[src/rtl/vip_csr_slave.sv]
// Avalon-MM register responder for the scaler / mixer / CVO bank map.
// Writes land in per-bank shadows; an armed bank commits shadow -> active on frame_start.
module vip_csr_slave #(
  parameter int unsigned WAIT_CYCLES = 2,
  parameter int unsigned FIELD_W     = 12
) (
  input  logic               clk,
  input  logic               reset,
  input  logic [8:0]         address,
  input  logic               write,
  input  logic [31:0]        writedata,
  input  logic               read,
  output logic [31:0]        readdata,
  output logic               readdatavalid,
  output logic               waitrequest,
  input  logic               frame_start,
  output logic [FIELD_W-1:0] scl_out_w,
  output logic [FIELD_W-1:0] scl_out_h,
  output logic [FIELD_W-1:0] mix_bkg_w,
  output logic [FIELD_W-1:0] mix_bkg_h,
  output logic [FIELD_W-1:0] mix_pos_x,
  output logic [FIELD_W-1:0] mix_pos_y,
  output logic               mix_en0,
  output logic [FIELD_W-1:0] cvo_hact,
  output logic [FIELD_W-1:0] cvo_vact,
  output logic [FIELD_W-1:0] cvo_hfp,
  output logic [FIELD_W-1:0] cvo_hs,
  output logic [FIELD_W-1:0] cvo_hblank,
  output logic [FIELD_W-1:0] cvo_vfp,
  output logic [FIELD_W-1:0] cvo_vs,
  output logic [FIELD_W-1:0] cvo_vblank,
  output logic               cvo_interlaced,
  output logic               cvo_valid,
  output logic               scl_run,
  output logic               mix_run,
  output logic               cvo_run,
  output logic [2:0]         commit
);

  localparam int unsigned CntW = (WAIT_CYCLES > 1) ? $clog2(WAIT_CYCLES + 1) : 1;

  logic [CntW-1:0]    wait_q;
  logic               acc_wr, acc_rd;
  logic [2:0]         go_wr, commit_d, pend_q, run_q;
  logic [FIELD_W-1:0] fld;
  logic [31:0]        rd_mux;

  // Shadow registers
  logic [FIELD_W-1:0] scl_w_q, scl_h_q;
  logic [FIELD_W-1:0] mix_bw_q, mix_bh_q, mix_px_q, mix_py_q;
  logic               mix_en0_q;
  logic [FIELD_W-1:0] cvo_bsel_q, cvo_hact_q, cvo_vact_q, cvo_hfp_q, cvo_hs_q;
  logic [FIELD_W-1:0] cvo_hblank_q, cvo_vfp_q, cvo_vs_q, cvo_vblank_q;
  logic               cvo_intl_q, cvo_valid_q;

  logic unused_wdata;
  assign unused_wdata = ^writedata[31:FIELD_W];

  assign waitrequest = (wait_q != '0);
  assign acc_wr      = write && !waitrequest;
  assign acc_rd      = read && !write && !waitrequest;
  assign fld         = writedata[FIELD_W-1:0];

  assign go_wr[0] = acc_wr && (address == 9'h000);
  assign go_wr[1] = acc_wr && (address == 9'h080);
  assign go_wr[2] = acc_wr && (address == 9'h100);

  // A Go write in a frame_start cycle takes precedence over the commit.
  assign commit_d = {3{frame_start}} & pend_q & ~go_wr;

  assign scl_run = run_q[0];
  assign mix_run = run_q[1];
  assign cvo_run = run_q[2];

  always_ff @(posedge clk) begin
    if (reset) begin
      wait_q        <= '0;
      readdata      <= '0;
      readdatavalid <= 1'b0;
    end else begin
      if (acc_wr || acc_rd) begin
        wait_q <= CntW'(WAIT_CYCLES);
      end else if (wait_q != '0) begin
        wait_q <= wait_q - CntW'(1);
      end
      readdatavalid <= acc_rd;
      if (acc_rd) begin
        readdata <= rd_mux;
      end
    end
  end

  always_ff @(posedge clk) begin
    if (reset) begin
      pend_q <= '0;
      run_q  <= '0;
      commit <= '0;
    end else begin
      for (int i = 0; i < 3; i++) begin
        if (go_wr[i]) begin
          pend_q[i] <= writedata[0];
          if (!writedata[0]) begin
            run_q[i] <= 1'b0;
          end
        end else if (commit_d[i]) begin
          pend_q[i] <= 1'b0;
          run_q[i]  <= 1'b1;
        end
      end
      commit <= commit_d;
    end
  end

  always_ff @(posedge clk) begin
    if (reset) begin
      scl_w_q      <= '0;
      scl_h_q      <= '0;
      mix_bw_q     <= '0;
      mix_bh_q     <= '0;
      mix_px_q     <= '0;
      mix_py_q     <= '0;
      mix_en0_q    <= 1'b0;
      cvo_bsel_q   <= '0;
      cvo_intl_q   <= 1'b0;
      cvo_hact_q   <= '0;
      cvo_vact_q   <= '0;
      cvo_hfp_q    <= '0;
      cvo_hs_q     <= '0;
      cvo_hblank_q <= '0;
      cvo_vfp_q    <= '0;
      cvo_vs_q     <= '0;
      cvo_vblank_q <= '0;
      cvo_valid_q  <= 1'b0;
    end else if (acc_wr) begin
      case (address)
        9'h003:  scl_w_q      <= fld;
        9'h004:  scl_h_q      <= fld;
        9'h083:  mix_bw_q     <= fld;
        9'h084:  mix_bh_q     <= fld;
        9'h088:  mix_px_q     <= fld;
        9'h089:  mix_py_q     <= fld;
        9'h08A:  mix_en0_q    <= writedata[0];
        9'h104:  cvo_bsel_q   <= fld;
        9'h105:  cvo_intl_q   <= writedata[0];
        9'h106:  cvo_hact_q   <= fld;
        9'h107:  cvo_vact_q   <= fld;
        9'h109:  cvo_hfp_q    <= fld;
        9'h10A:  cvo_hs_q     <= fld;
        9'h10B:  cvo_hblank_q <= fld;
        9'h10C:  cvo_vfp_q    <= fld;
        9'h10D:  cvo_vs_q     <= fld;
        9'h10E:  cvo_vblank_q <= fld;
        9'h11E:  cvo_valid_q  <= writedata[0];
        default: ;
      endcase
    end
  end

  // Commit copies the pre-write shadow, so a coincident field write only reaches the shadow.
  always_ff @(posedge clk) begin
    if (reset) begin
      scl_out_w      <= '0;
      scl_out_h      <= '0;
      mix_bkg_w      <= '0;
      mix_bkg_h      <= '0;
      mix_pos_x      <= '0;
      mix_pos_y      <= '0;
      mix_en0        <= 1'b0;
      cvo_hact       <= '0;
      cvo_vact       <= '0;
      cvo_hfp        <= '0;
      cvo_hs         <= '0;
      cvo_hblank     <= '0;
      cvo_vfp        <= '0;
      cvo_vs         <= '0;
      cvo_vblank     <= '0;
      cvo_interlaced <= 1'b0;
      cvo_valid      <= 1'b0;
    end else begin
      if (commit_d[0]) begin
        scl_out_w <= scl_w_q;
        scl_out_h <= scl_h_q;
      end
      if (commit_d[1]) begin
        mix_bkg_w <= mix_bw_q;
        mix_bkg_h <= mix_bh_q;
        mix_pos_x <= mix_px_q;
        mix_pos_y <= mix_py_q;
        mix_en0   <= mix_en0_q;
      end
      if (commit_d[2]) begin
        cvo_hact       <= cvo_hact_q;
        cvo_vact       <= cvo_vact_q;
        cvo_hfp        <= cvo_hfp_q;
        cvo_hs         <= cvo_hs_q;
        cvo_hblank     <= cvo_hblank_q;
        cvo_vfp        <= cvo_vfp_q;
        cvo_vs         <= cvo_vs_q;
        cvo_vblank     <= cvo_vblank_q;
        cvo_interlaced <= cvo_intl_q;
        cvo_valid      <= cvo_valid_q;
      end
    end
  end

  always_comb begin
    rd_mux = '0;
    case (address)
      9'h000:  rd_mux[0]           = pend_q[0];
      9'h001:  rd_mux[1:0]         = {pend_q[0], run_q[0]};
      9'h003:  rd_mux[FIELD_W-1:0] = scl_w_q;
      9'h004:  rd_mux[FIELD_W-1:0] = scl_h_q;
      9'h080:  rd_mux[0]           = pend_q[1];
      9'h081:  rd_mux[1:0]         = {pend_q[1], run_q[1]};
      9'h083:  rd_mux[FIELD_W-1:0] = mix_bw_q;
      9'h084:  rd_mux[FIELD_W-1:0] = mix_bh_q;
      9'h088:  rd_mux[FIELD_W-1:0] = mix_px_q;
      9'h089:  rd_mux[FIELD_W-1:0] = mix_py_q;
      9'h08A:  rd_mux[0]           = mix_en0_q;
      9'h100:  rd_mux[0]           = pend_q[2];
      9'h101:  rd_mux[1:0]         = {pend_q[2], run_q[2]};
      9'h104:  rd_mux[FIELD_W-1:0] = cvo_bsel_q;
      9'h105:  rd_mux[0]           = cvo_intl_q;
      9'h106:  rd_mux[FIELD_W-1:0] = cvo_hact_q;
      9'h107:  rd_mux[FIELD_W-1:0] = cvo_vact_q;
      9'h109:  rd_mux[FIELD_W-1:0] = cvo_hfp_q;
      9'h10A:  rd_mux[FIELD_W-1:0] = cvo_hs_q;
      9'h10B:  rd_mux[FIELD_W-1:0] = cvo_hblank_q;
      9'h10C:  rd_mux[FIELD_W-1:0] = cvo_vfp_q;
      9'h10D:  rd_mux[FIELD_W-1:0] = cvo_vs_q;
      9'h10E:  rd_mux[FIELD_W-1:0] = cvo_vblank_q;
      9'h11E:  rd_mux[0]           = cvo_valid_q;
      default: ;
    endcase
  end

endmodule

[config.mk]
export PLATFORM = sky130hd
export DESIGN_NAME = vip_csr_slave
export DESIGN_NICKNAME = d
export VERILOG_FILES = /design/src/rtl/vip_csr_slave.sv
export SDC_FILE = /design/constraint.sdc
export NUM_CORES = 1
export LEC_CHECK = 0
export CAP_MARGIN = 30
export CORE_MARGIN = 10
export CORE_UTILIZATION = 45
export CTS_CLUSTER_DIAMETER = 60
export CTS_CLUSTER_SIZE = 30
export DETAILED_ROUTE_END_ITERATION = 10
export GPL_TIMING_DRIVEN = 0
export PLACE_DENSITY = 0.77
export SETUP_SLACK_MARGIN = 0.2
export SLEW_MARGIN = 20
export SYNTH_ARGS = -nofsm -noshare
export SYNTH_HDL_FRONTEND = slang
export SYNTH_SLANG_ARGS = --single-unit
[constraint.sdc]
create_clock -name clk -period 2.8 [get_ports clk]
set_input_delay 0.42 -clock clk [delete_from_list [all_inputs] [get_ports clk]]
set_output_delay 0.42 -clock clk [all_outputs]
set_load 0.02 [all_outputs]
## Yosys cells after proc, flatten, opt, wreduce, memory -nomap -nowiden

Cells that the tools add are included.

- Bits in registers: 378
- Bits in latches: 0
- RAM bits: 0
- Memory bits (read-only): 0
- Bits of input ports: 46
- Logic and storage cells: 131
- Memories kept: 0

- Add/subtract/negate cells: 1
- Multiply operators: 0
- Div/mod/pow operators: 0
- Magnitude comparators: 0
- Equality and inequality tests: 26
- Shift-type cells: 0
- Multiplexer cells: 18
- Bitwise operators: 3
- Reductions and logical operators: 37

Operators with widths:

| kind | count |
|---|---|
| $pmux W10 S15 | 1 |
| $eq A9 B9 Y1 const B | 13 |
| $eq A9 B8 Y1 const B | 7 |
| $reduce_and A2 Y1 | 21 |
| $pmux W1 S24 | 1 |
| $pmux W1 S18 | 1 |
| $mux W1 | 13 |
| $reduce_bool A2 Y1 | 5 |
| $eq A9 B1 Y1 const B | 1 |
| $eq A9 B2 Y1 const B | 1 |
| $eq A9 B3 Y1 const B | 1 |
| $logic_not A9 Y1 | 1 |
| $and A3 B3 Y3 | 2 |
| $logic_and A1 B1 Y1 | 6 |
| $ne A2 B2 Y1 const B | 3 |
| $mux W2 | 2 |
| $not A3 Y3 | 1 |
| $logic_not A1 Y1 | 2 |
| $reduce_or A2 Y1 | 1 |
| $sub A2 B1 Y2 const B | 1 |
| $logic_or A1 B1 Y1 | 1 |

## Longest topological paths before layout

Gate-level depths: netlist of run 1.

- Word-level depth: 8
- Depth in mapped cells: 9

## Worst setup path before layout of run 1

Ideal clock, no wire load.

- Kind: input -> register
- From: input port address[1]
- To: register cvo_hact[10]
- Arrival: 1969 ps
- Setup slack: 698 ps
- Stages on the path: 9
- Cells stage by stage: buf_2 > nor4_4 > nand4_1 > and3_1 > clkbuf_1 > buf_2 > buf_6 > nand2_1 > a21oi_1

- Cells in the longest elaborated chain, start to end: 4

RTL lines:

| element | RTL line | source |
|---|---|---|
| from (decl) | 9 | `input logic [8:0] address,` |
| $eq A9 B9 Y1 | 66 | `assign go_wr[2] = acc_wr && (address == 9'h100);` |
| $logic_and A1 B1 Y1 | 66 |  |
| $not A3 Y3 | 69 | `assign commit_d = {3{frame_start}} & pend_q & ~go_wr;` |
| $and A3 B3 Y3 | 69 |  |
| to (signal assigned) | 192 | `cvo_hact <= cvo_hact_q;` |
| to (decl) | 24 | `output logic [FIELD_W-1:0] cvo_hact,` |

No other way between the ends.
A chain may end at the register's enable or synchronous reset.

## Final worst setup path of run 1

- From: input port address[1]
- To: register readdata[3]

- Cells in the longest elaborated chain, start to end: 2
- Elaborated cells on any way between the ends: 16
- Classes of those cells: eq/ne (15); mux (1)

RTL lines:

| element | RTL line | source |
|---|---|---|
| $eq A9 B9 Y1, or another cell as far along | 208 | `case (address)` |
| $pmux W10 S15 (*) | 208 |  |
| to (signal assigned) | 88 | `readdata <= rd_mux;` |
| to (decl) | 13 | `output logic [31:0] readdata,` |

Mark *: on every way between the ends. The rest lies on a longest branch, timed or not.

==> metrics.yaml, run 1 <==
arrival_ns: 3.07
crit_type: "input port to flip-flop"
critPathRequiredTime_ns: 3.31
initial_core_util: 0.454
vias: 15200
grt_setup_unrepaired: "true"
fin_util: 0.570
hold_viol: 0
maxCapViolations: 0
syn_avg_cell_area_um2: 8.24
firstDrtPassIters: 6
grt_antenna_before_repair: 3
grt_max_degree: 27
drive_above_1_share: 0.0989
max_clock_freq_mhz: 391
drc: 0
syn_inst: 1894
worst_slack_ns: 0.242
p_leak_nw: 6.85
die_height_um: 206
synthArstFlopShare: 0
cts_buffers: 28
clk_pin_slew_ns: 0.08
ys_ff_latch: 378
synth_area_leaders: "dfxtp_1, nand2_1, a21oi_1"
track_usage: 0.301
post-dp-hpwl_um: 50000
htreeDepth: 1
critPathLaunchType: "input port"
yosysMostFrequentCell: "nand2_1"
synth_common_cells: "nand2_1, dfxtp_1, a21oi_1"
portBuffers: 214
first_iter_violations: 1556
worstMarginPinSlew_ns: 1.07
status: "completed"
drtAntennaViolNets: 0
timing.slew.headroom: 0.284
worst_skew_pair.late_latency_ns: 0.60
setup_viol: 0
cts_max_path_buffers: 3
dp_slack_ns: -0.991
synth_edf_count: 0
post_drt_wl_per_cell_um: 25.1
skew_ns: 0.0190
detail_route.vias_per_cell: 5.75
synthDistinctLibCells: 71
cts_root_buffer: "clkbuf_16"
cts_sinks: 378
synth_top_area_share: 0.485
dpl.cell_count: 2582
fin_cells: 2640
fin_crit_sh: 0.914
synth_top_area_cell: "dfxtp_1"
syn_to_final_growth_pct: 25.6
worst-path-max-fanout: 10
endpoint_kind: "flip-flop"
hp-class: "input port to flip-flop"
ys_seq_area_frac: 0.485
core_area_um2: 34400
num_rows: 68
wl_um: 66100
routabilityCongestion: 1.00
pin_count: 257
maxSlewViolCount: 0
cts_hold_buf: 0
grt-ovfl-total: 0
fin_crit_ns: 2.56
yosysWarningCount: 0
cts_tree: "done"
vdd_drop_max_mv: 0.443
p_per_area_nw_per_um2: 535
nets: 2209
synth_area_um2: 15600
grt_pass1_vias: 14400
grt_pass1_wl_um: 95500
synth_ff_type: "dfxtp_1"
die_area_um2: 42500
fp.dieW_um: 206
## critical path, cell delays in order
cell and delay (ns):
clkdlybuf4s50_1 0.47, clkbuf_4 0.25, clkbuf_4 0.25, nor3b_4 0.28, buf_2 0.37, a221oi_1 0.18
nor4_1 0.48, a21oi_1 0.16, a22oi_1 0.19
## layout make-up
type,instances,area [um^2]
Fill cell,3146,14800
Sequential cell,378,7570
Multi-Input combinational cell,1349,7230
Timing Repair Buffer,220,2190
Buffer,181,1010
Clock buffer,28,701
Tap cell,455,569
Clock inverter,23,313
Inverter,5,18.8
Antenna cell,1,2.50
## placed cells by master (no fill, tap or decap), drive strengths merged, types with 3 or more instances in the layout
cell           count
a211oi             5
a21oi            290
a221oi             8
a222oi             5
a22o               9
a22oi             19
a2bb2oi            3
a32oi             14
and2               6
and3               5
and3b              3
and4               3
buf               80
clkbuf           134
clkdlybuf4s50    212
clkinv             9
conb              20
dfxtp            378
inv               17
mux2              18
mux2i            102
nand2            550
nand2b             6
nand3             71
nand3b             6
nand4             10
nand4bb            3
nor2             104
nor2b              7
nor3              12
nor3b              6
nor4               8
nor4b              3
o211ai             4
o21ai              9
o22ai             10
o32ai              4
## through the flow
step	cell area [um^2]	setup TNS (ns)	total power [mW]	hold slack, ns
floorplan	15700	0	5.82	0.433
global placement	18400	-141.28	6.11	0.438
detailed placement	18400	-149.24	6.11	0.448
CTS	19500	0	10.5	0.294
global route	19600	0	10.7	0.341
finish	19600	0	10.5	0.307
## worst paths after layout
path | startpoint | to | slack (ns) | cells after the start
hold reg to reg | cvo_hact[5] | cvo_hact[5] | 0.46 | 2
setup / recovery | address[1] | readdata[3] | 0.24 | 9
setup reg to reg | wait_q[1] | cvo_hs_q[2] | 0.34 | 7
hold / removal | address[0] | pend_q[2] | 0.31 | 4
## power by group
group	switching [mW]	total (mW)	leakage (nW)	internal (mW)
logic	0.486	0.648	3.32	0.162
registers	0.00770	5.38	3.04	5.38
clock network	2.36	4.46	0.491	2.10
total	2.85	10.5	6.85	7.64
## kinds of logic after synthesis
group,Yosys count,share of synthesized area
mux,120,0.0784
compound gates,396,0.149
flops,378,0.485
other cells,1,0.000240
buf+inv,186,0.0623
simple gates,813,0.225
## per-layer routing
metal | vias up | GRT usage | part of all wire
met2 | 766 | 0.461 | 0.43
met1 | 7323 | 0.414 | 0.43
met3 | 145 | 0.0561 | 0.096
met5 | - | 0 | 0.00053
li1 | 6936 | - | -
met4 | 6 | 0.113 | 0.043
## what timing repair did
action / in CTS / in global routing
setup endpoints to repair: 201 / 209
pin swaps: 1 / 3
buffers inserted: 2 / 4
endpoints found under the hold margin: 0 / 0
gates resized for setup: 21 / 36
Power figures use the tool's default switching activity.
==> run 2: changes to the inputs <==
--- a/config.mk
+++ b/config.mk
@@ -12,7 +12,7 @@
 export CTS_CLUSTER_SIZE = 30
 export DETAILED_ROUTE_END_ITERATION = 10
 export GPL_TIMING_DRIVEN = 0
-export PLACE_DENSITY = 0.77
+export PLACE_DENSITY = 0.69
 export SETUP_SLACK_MARGIN = 0.2
 export SLEW_MARGIN = 20
 export SYNTH_ARGS = -nofsm -noshare
==> run 2 against run 1 <==
  * Global-route usage fell by 0.16 points
  * Flip-flop and latch count unchanged
  * Routed wire length down 0.25%
  * Combinational power is 1% lower
  * Fmax decreased by 2.6%
  * Clock power increased by 5.6%
  * Final area increased by 0.33%
  * Cell count rose by 0.11%
  * Sequential power about the same
  * Hold slack got worse by 0.047 ns
  * Critical endpoint is now mix_py_q[11]
  * Largest power group unchanged
==> metrics.yaml, run 2 (synthesized netlist as in run 1, its figures left out) <==
grt_pass1_wl_um: 94900  # -0.65%
setup_viol: 0  # unchanged
core_area_um2: 34400  # unchanged
worst-path-max-fanout: 10  # unchanged
portBuffers: 214  # unchanged
firstDrtPassIters: 5  # -1
detail_route.vias_per_cell: 5.67  # -1.3%
worstRegToRegCells: 7  # unchanged
switchingPower_mw: 2.95  # +3.4%
cts_root_buffer: "clkbuf_16"
max_stage_delay_ns: 0.68  # +0.20 ns
arrival_ns: 3.06  # about the same
num_rows: 68  # unchanged
fin_crit_ns: 2.63  # +0.0676 ns
hp-class: "input port to flip-flop"
clkPwrFrac: 0.439  # +0.014
p_leak_nw: 6.85  # about the same
switching_share: 0.275  # +0.00282
status: "completed"
post_drt_wl_per_cell_um: 25.0  # -0.37%
maxSlewViolCount: 0  # unchanged
grt-ovfl-total: 0  # unchanged
comb_power_share: 0.060  # -0.002
skew_ns: 0.0225  # +0.00349 ns
n_fill_cell: 3247  # +3.2%
cts_sinks: 378  # unchanged
hold_start: "address[0]"
p_per_area_nw_per_um2: 546  # +2.0%
post_dp_cell_area_um2: 18400  # unchanged
endpoint_kind: "flip-flop"
pin_count: 257  # unchanged
grt_max_degree: 26  # -3.7%
p_int_mw: 7.79  # +1.9%
initial_core_util: 0.454  # unchanged
timing.slew.headroom: 0.271  # -0.0138
fin_crit_sh: 0.938  # +0.0242
syn_to_final_growth_pct: 26.0
grt_setup_unrepaired: "true"
critPathRequiredTime_ns: 3.23  # -0.08 ns
worstMarginPinSlew_ns: 1.09  # +0.0207 ns
die_height_um: 206  # unchanged
rr_startpoint: "wait_q[1]"
seqPwrFrac: 0.502  # -0.011
crit_type: "input port to flip-flop"
final_common_cell: "nand2_1"
track_usage: 0.300  # -0.00155
cts_hold_buf: 0  # unchanged
fin_cells: 2643  # +0.11%
clk_pin_slew_ns: 0.09  # about the same
maxCapViolations: 0  # unchanged
critPathLaunchType: "input port"
fin_area_um2: 19700  # +0.33%
drive_above_1_share: 0.0974  # -0.00151
dpl.cell_count: 2582  # unchanged
worst_skew_pair.late_latency_ns: 0.59  # about the same
crit_slowest_cell: "clkdlybuf4s50_1"
cp_cell_sequence: "clkdlybuf4s50_1, buf_2, clkinv_1, nor3_2, nand2_1, buf_2, nand2_1, a21oi_1"
final_cell_mix: "nand2_1, dfxtp_1, a21oi_1, clkdlybuf4s50_1, nor2_1"
cts_max_path_buffers: 3  # unchanged
grt_antenna_before_repair: 2  # -1
r2r_end: "cvo_hs_q[5]"
post-dp-hpwl_um: 49700  # -0.73%
hold_viol: 0  # unchanged
critPathBufInv: 4  # unchanged
wl_um: 66000  # -0.25%
grt_pass1_vias: 14200  # -1.5%
worstHoldPathCells: 4  # unchanged
cts_buffers: 30  # +7.1%
r2r_setup_slack_ns: 0.28  # -0.06 ns
vias: 15000  # -1.2%
fp.dieW_um: 206  # unchanged
routabilityCongestion: 1.01  # +0.92%
max_clock_freq_mhz: 381  # -2.6%
drtAntennaViolNets: 0  # unchanged
nets: 2209  # unchanged
drc: 0  # unchanged
cts_tree: "done"
htreeDepth: 1  # unchanged
die_area_um2: 42500  # unchanged
cp_top_family: "buffers and inverters"
vdd_drop_max_mv: 0.489  # +10%
whs_endpoint: "pend_q[2]"
first_iter_violations: 1450  # -6.8%
## run 2: how the worst max path moves through the flow
stage                           from            to  slack (ns)  cells past startpoint
after global routing      address[2]   readdata[0]        0.16                      9
after floorplan           address[1]  cvo_hact[10]        0.70                      9
after detailed placement  address[3]   readdata[2]       -1.04                      9
after CTS                 address[3]   cvo_vs_q[4]        0.21                      9
final                     address[7]  mix_py_q[11]        0.17                      8
after global placement    address[3]   readdata[2]       -1.03                      9
## run 2: layout make-up
type                            count  area [um^2]  share of cell area
Antenna cell                        1         2.50            0.000127
Buffer                            181         1000              0.0508
Clock buffer                       32          790              0.0401
Clock inverter                     24          320              0.0163
Inverter                            5         18.8            0.000954
Multi-Input combinational cell   1349         7230               0.368
Sequential cell                   378         7570               0.385
Tap cell                          455          569              0.0289
Timing Repair Buffer              218         2170               0.111
## run 2: metal layers
metal | GRT usage | up-vias | wire length (um) | share of wire
li1 | - | 6946 | - | -
met1 | 0.412 | 7173 | 28500 | 0.43
met2 | 0.459 | 728 | 28500 | 0.43
met3 | 0.0519 | 139 | 6110 | 0.093
met4 | 0.116 | 4 | 2830 | 0.043
met5 | 0 | - | 26 | 0.00039
## run 2: power by group through the flow
stage / Sequential, mW / Clock, mW / Combinational [mW]
2_1_floorplan: 5.51 / 0 / 0.306
3_3_place_gp: 5.51 / 0 / 0.594
3_5_place_dp: 5.51 / 0 / 0.594
4_1_cts: 5.38 / 4.75 / 0.604
5_1_grt: 5.39 / 4.96 / 0.650
6_report: 5.38 / 4.71 / 0.640
## run 2: repair_timing
item                                    in CTS  in global routing
setup buffers                                2                  2
hold endpoints to repair                     0                  0
pin swaps                                    2                  3
endpoints found under the setup margin     158                148
resized for setup                           20                 27
## run 2: worst register-to-register path, stage by stage, from the launching register on
cell     delay, ns
dfxtp_1       0.37
nor3b_2       0.50
and3_1        0.30
buf_2         0.30
nand3_1       0.34
buf_2         0.35
mux2i_1       0.20
nor2_1        0.05
## run 2: metrics by stage
| stage | power (mW) | setup TNS (ns) | worst slack (ns) | hold slack [ns] | utilization |
|---|---|---|---|---|---|
| after detailed placement | 6.10 | -125.69 | -1.04 | 0.446 | 0.535 |
| after global placement | 6.10 | -127.84 | -1.03 | 0.438 | 0.535 |
| after CTS | 10.7 | 0 | 0.207 | 0.289 | 0.570 |
| after floorplan | 5.82 | 0 | 0.698 | 0.433 | - |
| after global routing | 11.0 | 0 | 0.161 | 0.295 | 0.572 |
| final | 10.7 | 0 | 0.174 | 0.261 | 0.572 |
